[src/rtl/cdb_pkg.sv]
// Shared definitions for the completion data bus collector:
// source encodings, the queued entry layout and the round-robin step.
package cdb_pkg;

    localparam int NUM_SRC = 3;

    localparam logic [1:0] SRC_ALU = 2'd0;
    localparam logic [1:0] SRC_MUL = 2'd1;
    localparam logic [1:0] SRC_DIV = 2'd2;

    localparam int CDB_DATA_W = 32;
    localparam int CDB_IDX_W  = 32;

    typedef struct packed {
        logic [CDB_DATA_W-1:0] value;
        logic [CDB_IDX_W-1:0]  index;
    } cdb_entry_t;

    // Next source in rotation order ALU -> MUL -> DIV -> ALU.
    function automatic logic [1:0] rr_next(input logic [1:0] src);
        return (src == SRC_DIV) ? SRC_ALU : src + 2'd1;
    endfunction

endpackage

[src/rtl/cdb_src_fifo.sv]
// Per-source completion FIFO. No backpressure toward the source: pushes into
// a full queue without a same-edge pop are dropped and flagged stickily.
module cdb_src_fifo #(
    parameter int DATA_W = 32,
    parameter int IDX_W  = 32,
    parameter int DEPTH  = 4
) (
    input  logic                    clk,
    input  logic                    reset,
    input  logic                    push,
    input  logic [DATA_W+IDX_W-1:0] push_data,
    input  logic                    pop,
    input  logic                    flush,
    output logic [DATA_W+IDX_W-1:0] head_data,
    output logic                    empty,
    output logic                    full,
    output logic                    overflow
);

    localparam int W     = DATA_W + IDX_W;
    localparam int PTR_W = $clog2(DEPTH);
    localparam int CNT_W = PTR_W + 1;

    logic [W-1:0]     mem_q [DEPTH];
    logic [W-1:0]     mem_d [DEPTH];
    logic [PTR_W-1:0] wr_ptr_q, wr_ptr_d;
    logic [PTR_W-1:0] rd_ptr_q, rd_ptr_d;
    logic [CNT_W-1:0] count_q, count_d;
    logic             ovf_q, ovf_d;

    logic push_ok;
    logic pop_ok;

    assign empty     = (count_q == '0);
    assign full      = (count_q == CNT_W'(DEPTH));
    assign head_data = mem_q[rd_ptr_q];
    assign overflow  = ovf_q;

    // A pop on the same edge frees the slot, so a full queue still accepts.
    assign pop_ok  = pop & ~empty & ~flush;
    assign push_ok = push & ~flush & (~full | pop_ok);

    always_comb begin
        mem_d    = mem_q;
        wr_ptr_d = wr_ptr_q;
        rd_ptr_d = rd_ptr_q;
        count_d  = count_q;
        ovf_d    = ovf_q | (push & ~flush & full & ~pop_ok);
        if (flush) begin
            wr_ptr_d = '0;
            rd_ptr_d = '0;
            count_d  = '0;
        end else begin
            if (push_ok) begin
                mem_d[wr_ptr_q] = push_data;
                wr_ptr_d        = wr_ptr_q + PTR_W'(1);
            end
            if (pop_ok) begin
                rd_ptr_d = rd_ptr_q + PTR_W'(1);
            end
            case ({push_ok, pop_ok})
                2'b10:   count_d = count_q + CNT_W'(1);
                2'b01:   count_d = count_q - CNT_W'(1);
                default: count_d = count_q;
            endcase
        end
    end

    always_ff @(posedge clk or posedge reset) begin
        if (reset) begin
            for (int i = 0; i < DEPTH; i++) begin
                mem_q[i] <= '0;
            end
            wr_ptr_q <= '0;
            rd_ptr_q <= '0;
            count_q  <= '0;
            ovf_q    <= 1'b0;
        end else begin
            mem_q    <= mem_d;
            wr_ptr_q <= wr_ptr_d;
            rd_ptr_q <= rd_ptr_d;
            count_q  <= count_d;
            ovf_q    <= ovf_d;
        end
    end

endmodule

[src/rtl/cdb_arbiter.sv]
// CDB broadcast stage: queues ALU/MUL/DIV completions per source and issues
// one registered broadcast per cycle under round-robin priority.
import cdb_pkg::*;

module cdb_arbiter #(
    parameter int DATA_W = 32,
    parameter int IDX_W  = 32,
    parameter int DEPTH  = 4
) (
    input  logic              clk,
    input  logic              reset,
    input  logic              flush,
    input  logic              alu_exec_done,
    input  logic [DATA_W-1:0] alu_exec_value,
    input  logic [IDX_W-1:0]  alu_exec_index,
    input  logic              mul_exec_done,
    input  logic [DATA_W-1:0] mul_exec_value,
    input  logic [IDX_W-1:0]  mul_exec_index,
    input  logic              div_exec_done,
    input  logic [DATA_W-1:0] div_exec_value,
    input  logic [IDX_W-1:0]  div_exec_index,
    output logic              cdb_valid,
    output logic [DATA_W-1:0] cdb_value,
    output logic [IDX_W-1:0]  cdb_index,
    output logic [1:0]        cdb_src,
    output logic [2:0]        overflow
);

    localparam int W = DATA_W + IDX_W;

    logic [NUM_SRC-1:0] done_vec;
    logic [NUM_SRC-1:0] pop_vec;
    logic [NUM_SRC-1:0] empty_vec;
    logic [NUM_SRC-1:0] full_vec;
    logic [NUM_SRC-1:0] ovf_vec;
    logic [W-1:0]       push_data [NUM_SRC];
    logic [W-1:0]       head_data [NUM_SRC];
    logic [W-1:0]       head_sel;

    logic [1:0]        last_q, last_d;
    logic              cdb_valid_q, cdb_valid_d;
    logic [DATA_W-1:0] cdb_value_q, cdb_value_d;
    logic [IDX_W-1:0]  cdb_index_q, cdb_index_d;
    logic [1:0]        cdb_src_q, cdb_src_d;

    logic       grant_any;
    logic [1:0] grant_src;
    logic [1:0] cand;
    logic       unused_full;

    assign done_vec     = {div_exec_done, mul_exec_done, alu_exec_done};
    assign push_data[0] = {alu_exec_value, alu_exec_index};
    assign push_data[1] = {mul_exec_value, mul_exec_index};
    assign push_data[2] = {div_exec_value, div_exec_index};
    assign unused_full  = ^full_vec;

    for (genvar g = 0; g < NUM_SRC; g++) begin : g_fifo
        cdb_src_fifo #(
            .DATA_W (DATA_W),
            .IDX_W  (IDX_W),
            .DEPTH  (DEPTH)
        ) u_fifo (
            .clk       (clk),
            .reset     (reset),
            .push      (done_vec[g]),
            .push_data (push_data[g]),
            .pop       (pop_vec[g]),
            .flush     (flush),
            .head_data (head_data[g]),
            .empty     (empty_vec[g]),
            .full      (full_vec[g]),
            .overflow  (ovf_vec[g])
        );
    end

    // Scan starts at the source after the last grant; a flush edge grants nothing.
    always_comb begin
        grant_any = 1'b0;
        grant_src = last_q;
        cand      = rr_next(last_q);
        for (int i = 0; i < NUM_SRC; i++) begin
            if (!grant_any && !empty_vec[cand] && !flush) begin
                grant_any = 1'b1;
                grant_src = cand;
            end
            cand = rr_next(cand);
        end
    end

    always_comb begin
        pop_vec = '0;
        if (grant_any) begin
            pop_vec[grant_src] = 1'b1;
        end
    end

    assign head_sel = head_data[grant_src];

    always_comb begin
        last_d      = grant_any ? grant_src : last_q;
        cdb_valid_d = grant_any;
        cdb_value_d = grant_any ? head_sel[W-1:IDX_W] : cdb_value_q;
        cdb_index_d = grant_any ? head_sel[IDX_W-1:0] : cdb_index_q;
        cdb_src_d   = grant_any ? grant_src : cdb_src_q;
    end

    // Reset pointer sits at DIV so the first scan favours ALU.
    always_ff @(posedge clk or posedge reset) begin
        if (reset) begin
            last_q      <= SRC_DIV;
            cdb_valid_q <= 1'b0;
            cdb_value_q <= '0;
            cdb_index_q <= '0;
            cdb_src_q   <= SRC_ALU;
        end else begin
            last_q      <= last_d;
            cdb_valid_q <= cdb_valid_d;
            cdb_value_q <= cdb_value_d;
            cdb_index_q <= cdb_index_d;
            cdb_src_q   <= cdb_src_d;
        end
    end

    assign cdb_valid = cdb_valid_q;
    assign cdb_value = cdb_value_q;
    assign cdb_index = cdb_index_q;
    assign cdb_src   = cdb_src_q;
    assign overflow  = ovf_vec;

endmodule

[config.mk]
export PLATFORM = sky130hd
export DESIGN_NAME = cdb_arbiter
export DESIGN_NICKNAME = d
export VERILOG_FILES = /design/src/rtl/cdb_pkg.sv /design/src/rtl/cdb_src_fifo.sv /design/src/rtl/cdb_arbiter.sv
export SDC_FILE = /design/constraint.sdc
export NUM_CORES = 2
export LEC_CHECK = 0
export CAP_MARGIN = 15
export CORE_ASPECT_RATIO = 1.1
export CORE_MARGIN = 4
export CORE_UTILIZATION = 59
export CTS_BUF_LIST = sky130_fd_sc_hd__clkbuf_16
export DETAILED_ROUTE_END_ITERATION = 8
export HOLD_SLACK_MARGIN = 0.12
export PLACE_DENSITY = 0.88
export SETUP_SLACK_MARGIN = 0.02
export SKIP_CTS_REPAIR_TIMING = 1
export SLEW_MARGIN = 20
export SYNTH_ARGS = -nofsm -noshare
export SYNTH_HDL_FRONTEND = slang
export SYNTH_SLANG_ARGS = --single-unit
[constraint.sdc]
create_clock -name clk -period 32.9 [get_ports clk]
set_input_delay 3.29 -clock clk [delete_from_list [all_inputs] [get_ports clk]]
set_output_delay 3.29 -clock clk [all_outputs]
set_load 0.005 [all_outputs]
==> results_dict.tcl <==
set metrics [dict create \
    via_per_inst 6.455 \
    multi_input_area_um2 15670 \
    setup_viol 0 \
    final_layout_size_suffix_gt1_frac 0.4280 \
    grt-ovfl-total 0 \
    yosysSeqAreaShare 0.5639 \
    start_util 0.5978 \
    rsz0062_at_grt "false" \
    finalSetupTns_ns 0 \
    setup_ws_ns 26.75 \
    area_delta_synth_final_pct 15.93 \
    ys.flop_type "dfrtp_1" \
    crit_arrival_ns 6.66 \
    portBuffers 267 \
    drc 0 \
    io_pins 268 \
    hold_path_class "reg2reg" \
    cts_tree "done" \
    nNetsFinal 2833 \
    final_max_slew_viol_count 0 \
    timing.fmax_mhz 162.5 \
    pwr_density_cell_nw_per_um2 97.79 \
    antenna_found_initial 31 \
    whs_ns 0.4972 \
    num_rows 97 \
    syn_nets 2620 \
    routedWlPerCell_um 28.37 \
    die_area_um2 68820 \
    finalCritPeriodShare 0.1871 \
    comb_power_share 0.338 \
    synth-seq-cells 860 \
    pwr-share-seq 0.434 \
    fin_worst_skew_ns 0.02743 \
    worst_pin_slew_ns 1.179 \
    fill_cells 4013 \
    status "complete, no violations" \
    h-tree-depth 3 \
    stdcell_count 3550 \
    timing.rr.end "g_fifo[0].u_fifo.mem_q[193]$_DFFE_PP0P_" \
    regArea_um2 21540 \
    swShare 0.3171 \
    dp_hpwl_um 60240 \
    p_switching_w 0.001372 \
    min_path_cells 1 \
    numCtsBuffers 87 \
    first_iter_violations 1839 \
    ir_drop_uv 79.67 \
    synth_area_per_cell_um2 15.85 \
    dp_cells 3367 \
    final_cell_mix "dfrtp_1 (853), mux2_2 (773), clkdlybuf4s50_1 (267)" \
    preCtsSetupSlack_ns 26.21 \
    firstDrtPassIters 5 \
    grt_pass1_vias 25880 \
    gp_congestion 0.7673 \
    chipWidth_um 250.5 \
    hold_violations 0 \
    yosysWarnings 0 \
    r2r_cells 6 \
    synthArstFlopShare 1.000 \
    min_period_ns 6.154 \
    clk_latency_ns 0.65 \
    core_region_area_um2 63840 \
    synth.cell_area_um2 38160 \
    holdPathEnd "g_fifo[0].u_fifo.overflow$_DFF_PP0_" \
    grt_usage 0.2941 \
    p_clk_frac 0.228 \
    critPathKind "in2reg" \
    ant_nets 0 \
    r2r_start "g_fifo[2].u_fifo.count_q[0]$_DFFE_PP0P_" \
    clkSinkCount 860 \
    wl_um 100700 \
    final_common_cell "dfrtp_1" \
    grt_pass1_wl_um 154200 \
    slew_headroom 0.2138 \
    cp.required_ns 33.41 \
    power.leakage_nw 18.62 \
    cp_max_fo 39 \
    slowest_delay_ns 0.92 \
    die_y_um 274.7 \
    clock_path_buffers 3 \
    max_cap_violations 0 \
    cp-end-kind "flip-flop" \
    cell_internal_pwr_w 0.002955 \
    hp-start "g_fifo[0].u_fifo.overflow$_DFF_PP0_" \
    reg2reg_slack_ns 28.94 \
    start_kind "input port" \
    path_cells "clkdlybuf4s50_1 -> buf_4 -> a21o_4 -> inv_2 -> nand2_2 -> o21ai_0" \
    dr_total_vias 22920 \
    crit_path_top_delay_cell "inv_2" \
    synth_cell_types 58 \
    clk_pin_slew_ns 0.06 \
    synth_enable_flop_cells 0 \
    cts-root-buf "clkbuf_16" \
    grt_max_degree 214 \
    syn_inst 2407 \
]
## worst max-delay path, delay by kind of cell
kind | cells | cell delay [ns]
buf+inv | 3 | 1.58
compound gates | 2 | 0.87
simple gates | 1 | 0.85
## how the worst max path moves through the flow
| stage | slack (ns) | to | start |
|---|---|---|---|
| 3_5_place_dp | 26.21 | g_fifo[0].u_fifo.mem_q[137]$_DFFE_PP0P_ | flush |
| 4_1_cts | 26.87 | g_fifo[0].u_fifo.mem_q[137]$_DFFE_PP0P_ | flush |
| 6_report | 26.75 | cdb_value[1]$_DFFE_PP0N_ | flush |
| 3_3_place_gp | 26.33 | g_fifo[0].u_fifo.mem_q[253]$_DFFE_PP0P_ | flush |
| 2_1_floorplan | 5.45 | cdb_index[0]$_DFFE_PP0N_ | reset |
| 5_1_grt | 26.68 | g_fifo[0].u_fifo.mem_q[137]$_DFFE_PP0P_ | flush |
## per-layer routing
layer / part of all wire / global-route usage / wire [um] / up-vias
met5: 0.0017 / 0 / 172 / -
met4: 0.043 / 0.1356 / 4295 / 26
met3: 0.074 / 0.07318 / 7418 / 269
met2: 0.51 / 0.5077 / 51780 / 889
met1: 0.37 / 0.3522 / 37040 / 12250
li1: - / - / - / 9483
## Yosys cell counts (4+ instances only)
| master | n | area [um^2] |
|---|---|---|
| and3_1 | 5 | 31.28 |
| a21oi_1 | 82 | 410.4 |
| mux2i_1 | 28 | 280.3 |
| o22ai_1 | 38 | 237.7 |
| nand4_1 | 4 | 25.02 |
| o21ai_0 | 71 | 355.3 |
| buf_4 | 52 | 390.4 |
| nor2_1 | 21 | 78.83 |
| nand2_1 | 18 | 67.56 |
| o31ai_1 | 6 | 45.04 |
| a22oi_1 | 27 | 202.7 |
| clkbuf_1 | 69 | 259.0 |
| buf_2 | 14 | 70.07 |
| ha_1 | 12 | 150.1 |
| nand2_2 | 4 | 25.02 |
| xor2_1 | 4 | 35.03 |
| buf_1 | 13 | 48.80 |
| inv_1 | 16 | 60.06 |
| and2_1 | 6 | 37.54 |
| xnor2_1 | 4 | 35.03 |
| dfrtp_1 | 859 | 21500 |
| nand3_1 | 7 | 35.03 |
| mux4_2 | 192 | 4324 |
| nor2b_1 | 5 | 31.28 |
| nor3_1 | 7 | 35.03 |
| buf_6 | 24 | 270.3 |
| mux2_2 | 773 | 8705 |
| o211ai_1 | 4 | 30.03 |
## power groups by stage
stage	clock [W]	combinational (W)	sequential (W)
final	0.000986	0.00146	0.00188
after global routing	0.00104	0.00156	0.00193
after CTS	0.000997	0.00145	0.00189
after detailed placement	0	0.00143	0.00189
after global placement	0	0.00136	0.00183
after floorplan	0	0.00108	0.00174
## cells by family (layout without fill, tap and decap cells)
| family | after synthesis | count (layout) | synth area share |
|---|---|---|---|
| multiplexers | 993 | 993 | 0.3487 |
| flip-flops | 860 | 860 | 0.5639 |
| AO/OA/AOI/OAI | 253 | 253 | 0.03931 |
| buffers and inverters | 189 | 469 | 0.02888 |
| AND/OR/NAND/NOR | 89 | 89 | 0.01177 |
| adder cells (fa/ha/maj) | 15 | 15 | 0.005508 |
| XOR/XNOR | 8 | 8 | 0.001836 |
| other | 0 | 22 | 0 |
## registers in the layout (all words and copies together), names as in the netlist
name,cells
g_fifo.u_fifo.rd_ptr_q,6
cdb_value,32
g_fifo.u_fifo.count_q,9
cdb_valid,1
cdb_src,2
cdb_index,32
g_fifo.u_fifo.overflow,3
g_fifo.u_fifo.mem_q,768
last_q,1
g_fifo.u_fifo.wr_ptr_q,6
## layout make-up
type | count | share of cell area
inverters | 17 | 0.001725
diodes | 22 | 0.001244
clock buffers | 88 | 0.04977
repair buffers | 296 | 0.06807
well taps | 841 | 0.02378
flip-flops and latches | 860 | 0.4870
multi-input cells | 1358 | 0.3543
clock inverters | 68 | 0.01417
## metrics by stage
step | utilization | total power (W) | cell area, um^2
3_5_place_dp | 0.6453 | 0.003319 | 41190
6_report | 0.6930 | 0.004326 | 44240
4_1_cts | 0.6896 | 0.004330 | 44020
5_1_grt | 0.6926 | 0.004536 | 44210
2_1_floorplan | - | 0.002819 | 38160
3_3_place_gp | 0.6451 | 0.003193 | 41180
(Power assumes the default switching activity.)
